--- config.mk ---
export PLATFORM = sky130hd
export DESIGN_NAME = alu_ctrl_issue
export DESIGN_NICKNAME = d
export VERILOG_FILES = /design/src/rtl/alu_ctrl_issue.sv
export SDC_FILE = /design/constraint.sdc
export NUM_CORES = 1
export LEC_CHECK = 0
export ABC_AREA = 1
export BUFFER_PORTS_ARGS = -buffer_cell sky130_fd_sc_hd__buf_2
export CAP_MARGIN = 20
export CORE_ASPECT_RATIO = 1.75
export CORE_UTILIZATION = 47
export DETAILED_ROUTE_END_ITERATION = 7
export HOLD_SLACK_MARGIN = 0.03
export PLACE_DENSITY = 0.81
export SKIP_CTS_REPAIR_TIMING = 1
export SLEW_MARGIN = 20
export SYNTH_ARGS = -nofsm -noshare
export SYNTH_HDL_FRONTEND = slang
export SYNTH_SLANG_ARGS = --single-unit
--- constraint.sdc ---
create_clock -name clock__i -period 1.7 [get_ports clock__i]
set_clock_uncertainty 0.15 [all_clocks]
set_input_delay 0.255 -clock clock__i [delete_from_list [all_inputs] [get_ports clock__i]]
set_output_delay 0.255 -clock clock__i [all_outputs]
set_load 0.005 [all_outputs]
--- src/rtl/alu_ctrl_issue.sv ---
// ID/EX control register for the 5-stage MIPS pipeline: decodes opcode/funct into
// the EX-stage ALU code and downstream stage controls, and tracks illegal encodings.
module alu_ctrl_issue #(
   parameter int ILLEGAL_CNT_W  = 8,
   parameter bit NOP_ON_ILLEGAL = 1'b1
) (
   input  logic                     clock__i,
   input  logic                     reset__i,
   input  logic                     valid__i,
   input  logic [31:0]              instr__i,
   input  logic                     stall__i,
   input  logic                     flush__i,
   output logic                     valid__o,
   output logic [2:0]               ALUCtrl__o,
   output logic                     ALUSrc__o,
   output logic                     RegDst__o,
   output logic                     RegWrite__o,
   output logic                     MemRead__o,
   output logic                     MemWrite__o,
   output logic                     MemToReg__o,
   output logic                     Branch__o,
   output logic                     illegal__o,
   output logic [ILLEGAL_CNT_W-1:0] illegalCnt__o
);

   localparam logic [2:0] ALU_ADD = 3'b010;
   localparam logic [2:0] ALU_SUB = 3'b110;
   localparam logic [2:0] ALU_AND = 3'b000;
   localparam logic [2:0] ALU_OR  = 3'b001;
   localparam logic [2:0] ALU_SLT = 3'b111;

   localparam logic [ILLEGAL_CNT_W-1:0] CNT_ONE = {{(ILLEGAL_CNT_W-1){1'b0}}, 1'b1};

   logic [5:0] opcode;
   logic [5:0] funct;
   logic [2:0] dec_alu;
   logic       dec_alu_src;
   logic       dec_reg_dst;
   logic       dec_reg_write;
   logic       dec_mem_read;
   logic       dec_mem_write;
   logic       dec_mem_to_reg;
   logic       dec_branch;
   logic       dec_illegal;

   assign opcode = instr__i[31:26];
   assign funct  = instr__i[5:0];

   // Illegal encodings leave every field at the bubble values, so the register
   // stage only has to choose the valid bit for them.
   always_comb begin
      dec_alu        = ALU_ADD;
      dec_alu_src    = 1'b0;
      dec_reg_dst    = 1'b0;
      dec_reg_write  = 1'b0;
      dec_mem_read   = 1'b0;
      dec_mem_write  = 1'b0;
      dec_mem_to_reg = 1'b0;
      dec_branch     = 1'b0;
      dec_illegal    = 1'b0;
      if (instr__i != 32'h0000_0000) begin
         case (opcode)
            6'b000000: begin
               dec_reg_dst   = 1'b1;
               dec_reg_write = 1'b1;
               case (funct)
                  6'b100000: dec_alu = ALU_ADD;
                  6'b100010: dec_alu = ALU_SUB;
                  6'b100100: dec_alu = ALU_AND;
                  6'b100101: dec_alu = ALU_OR;
                  6'b101010: dec_alu = ALU_SLT;
                  default: begin
                     dec_reg_dst   = 1'b0;
                     dec_reg_write = 1'b0;
                     dec_illegal   = 1'b1;
                  end
               endcase
            end
            6'b100011: begin
               dec_alu_src    = 1'b1;
               dec_mem_read   = 1'b1;
               dec_mem_to_reg = 1'b1;
               dec_reg_write  = 1'b1;
            end
            6'b101011: begin
               dec_alu_src   = 1'b1;
               dec_mem_write = 1'b1;
            end
            6'b000100: begin
               dec_alu    = ALU_SUB;
               dec_branch = 1'b1;
            end
            6'b001000: begin
               dec_alu_src   = 1'b1;
               dec_reg_write = 1'b1;
            end
            6'b001100: begin
               dec_alu       = ALU_AND;
               dec_alu_src   = 1'b1;
               dec_reg_write = 1'b1;
            end
            6'b001101: begin
               dec_alu       = ALU_OR;
               dec_alu_src   = 1'b1;
               dec_reg_write = 1'b1;
            end
            default: dec_illegal = 1'b1;
         endcase
      end
   end

   // Flush beats stall beats load; a stalled or flushed cycle never touches the
   // illegal tracking, so an instruction held under stall is counted once.
   always_ff @(posedge clock__i or posedge reset__i) begin
      if (reset__i) begin
         valid__o      <= 1'b0;
         ALUCtrl__o    <= 3'b000;
         ALUSrc__o     <= 1'b0;
         RegDst__o     <= 1'b0;
         RegWrite__o   <= 1'b0;
         MemRead__o    <= 1'b0;
         MemWrite__o   <= 1'b0;
         MemToReg__o   <= 1'b0;
         Branch__o     <= 1'b0;
         illegal__o    <= 1'b0;
         illegalCnt__o <= '0;
      end else if (flush__i || (!stall__i && !valid__i)) begin
         valid__o    <= 1'b0;
         ALUCtrl__o  <= ALU_ADD;
         ALUSrc__o   <= 1'b0;
         RegDst__o   <= 1'b0;
         RegWrite__o <= 1'b0;
         MemRead__o  <= 1'b0;
         MemWrite__o <= 1'b0;
         MemToReg__o <= 1'b0;
         Branch__o   <= 1'b0;
      end else if (!stall__i) begin
         valid__o    <= dec_illegal ? !NOP_ON_ILLEGAL : 1'b1;
         ALUCtrl__o  <= dec_alu;
         ALUSrc__o   <= dec_alu_src;
         RegDst__o   <= dec_reg_dst;
         RegWrite__o <= dec_reg_write;
         MemRead__o  <= dec_mem_read;
         MemWrite__o <= dec_mem_write;
         MemToReg__o <= dec_mem_to_reg;
         Branch__o   <= dec_branch;
         if (dec_illegal) begin
            illegal__o <= 1'b1;
            if (illegalCnt__o != {ILLEGAL_CNT_W{1'b1}}) begin
               illegalCnt__o <= illegalCnt__o + CNT_ONE;
            end
         end
      end
   end

endmodule

==> impl_metrics.yaml <==
outcome:
  outcome: "complete, no violations"
place:
  gp_congestion: 0.8416
  placed_cells: 264
  place_area_sq_um: 1599
  dp.final_hpwl_mm: 2.426
  port_buffers: 56
sta:
  timing.final.crit_share: 0.9266
  hold_viol_final: 0
  fin_crit_ns: 1.575
  max-slew-margin-rel: 0.7644
  slew_viol_final: 0
  finalSetupViolations: 0
  tightest_slew_ns: 0.3526
  fmax_mhz: 634.8
  holdWs_ns: 0.1488
global_route:
  grt_max_degree: 20
  grt_pass1_vias: 1276
  grt-ovfl-total: 0
  antenna_found_initial: 0
  grt_usage: 0.2269
  grt_pass1_wl_mm: 4.705
worst_setup_path:
  worstSetupEndpointType: "register"
  critPathMaxStageDelay_ns: 0.36
  cp.required_ns: 1.74
  crit_fanout: 8
  cp.arrival_ns: 1.62
  worstPathCellList: "ha_2 -> nand2_1 -> inv_2 -> nand2_1 -> nor2_4 -> nand3_4 -> nand3_4 -> nand2_1 -> nand2_1"
  cp_num_buf_inv: 1
  crit_family: "simple AND/OR/NAND/NOR gates"
  worstSetupStartpointType: "register"
  cp_common_cell: "nand2_1"
  path_class: "reg -> reg"
  slowest_stage: "dfrtp_1"
drt:
  dr.pass1.iters: 4
  drc: 0
  drt-total-wl_mm: 3.032
  vias_per_cell: 5.256
  routedWlPerCell_microns: 11.23
  vias: 1419
  drtIter0Drc: 21
  ant_nets: 0
clock_tree:
  numCtsBuffers: 3
  root_buffer: "clkbuf_8"
  cts_buffer_depth: 2
  path_clk_slew_ns: 0.06
  clk_latency_ns: 0.25
  h-tree-depth: 1
  tritoncts: "done"
  cts_sinks: 19
die:
  die_y_microns: 70.90
  num_rows: 24
  ioPinCount: 57
  start_util: 0.5055
  core_area_sq_um: 2522
  die-area_sq_um: 2933
  die_w_microns: 41.37
layout:
  layout-drive-gt1-share: 0.3279
  top_regs: "illegalCnt__o (8), ALUCtrl__o (3)"
  top_register: "illegalCnt__o"
  largest_reg_flops: 8
  final_cell_mix: "buf_2, nand2_1, nor2_1"
  fill_cells: 247
  post-route-util: 0.6667
  final_common_cell: "buf_2"
  area_delta_synth_final_pct: 31.89
  fin_nets: 283
  n_antenna_cell: 0
  final_area_sq_um: 1682
  instances_no_fill: 270
hold_path:
  min_path_type: "in -> reg"
synth:
  syn_inst: 180
  synth.avg_cell_area_sq_um: 7.083
  mappedNetlistNets: 218
  yosysWarnings: 0
  netlist_area_sq_um: 1275
  synth-seq-cells: 19
  synth_cell_type_count: 27
  synth_seq_area_share: 0.3729
run:
  maxCapViolations: 0
pwr:
  peakVddDrop_mv: 0.4167
  power_density_nw_per_um2: 707.5
  p_leak_nw: 0.9039
## routing by layer
layer	vias up	GRT usage	routed length (microns)
li1	718	-	-
met1	635	0.2175	1075
met2	57	0.4045	1700
met3	9	0.02508	149
met4	0	0.1434	106
met5	-	0	0
## logic make-up after synthesis
family,count (synthesis),share of synthesized area
XOR/XNOR,4,0.02748
AO/OA/AOI/OAI,16,0.06968
adder cells (fa/ha/maj),1,0.009812
flip-flops,19,0.3729
buffers and inverters,19,0.06476
AND/OR/NAND/NOR,121,0.4553
## stage by stage
stage / TNS, ns / power [mW] / setup WS (ns)
floorplan: 0 / 0.7212 / 0.1428
global placement: 0 / 0.8764 / 0.07225
detailed placement: 0 / 0.8895 / 0.04339
CTS: 0 / 1.199 / 0.02314
global route: -0.03297 / 1.280 / -0.03297
finish: 0 / 1.190 / 0.1248
## cell usage after synthesis
cell,count,area share
o21bai_1,1,0.0059
nand3_4,1,0.014
buf_4,1,0.0059
nand2_2,1,0.0049
nand2_4,1,0.0088
nand2_1,55,0.16
o21ai_1,4,0.016
a21oi_1,3,0.012
dfrtp_1,19,0.37
ha_1,1,0.0098
nor3_1,1,0.0039
o211ai_1,1,0.0059
nand3_1,13,0.051
clkinv_1,1,0.0029
nor2_4,5,0.044
a31oi_1,1,0.0049
nor2_2,2,0.0098
buf_6,1,0.0088
inv_2,1,0.0029
inv_1,15,0.044
nand3_2,2,0.016
a21boi_0,1,0.0059
nor2_1,28,0.082
o21ai_0,5,0.020
nand4_1,12,0.059
xnor2_1,2,0.014
xor2_1,2,0.014
## worst register-to-register path, delay by kind of cell (launching register included)
kind | cells | cell delay (ns)
buffers and inverters | 1 | 0.07
DFF | 1 | 0.36
adders and majority gates | 1 | 0.18
and+or+nand+nor | 7 | 0.76
## power breakdown
group	total, mW	internal, mW	switching (mW)
clock	0.306	0.167	0.139
sequential	0.547	0.500	0.0468
combinational	0.338	0.163	0.175
## layout make-up
class | instances | area (sq um) | area share
repair buffers | 61 | 320.3 | 0.1905
well taps | 26 | 32.53 | 0.01935
multi-input cells | 143 | 744.5 | 0.4427
flip-flops and latches | 19 | 475.5 | 0.2827
clock buffers | 4 | 45.04 | 0.02679
inverters | 17 | 63.81 | 0.03795
## final timing paths
| path | slack, ns | endpoint | cells past startpoint | from |
|---|---|---|---|---|
| min in group asynchronous | 0.40 | illegalCnt__o[2] | 4 | reset__i |
| max reg2reg | 0.12 | illegalCnt__o[6] | 9 | illegalCnt__o[1] |
| max in group asynchronous | 0.80 | illegalCnt__o[5] | 4 | reset__i |
| max | 0.12 | illegalCnt__o[6] | 9 | illegalCnt__o[1] |
| min | 0.15 | ALUCtrl__o[1] | 4 | stall__i |
| min reg2reg | 0.33 | ALUCtrl__o[0] | 2 | ALUCtrl__o[0] |
Note: power is estimated with default switching activity, not from simulation.
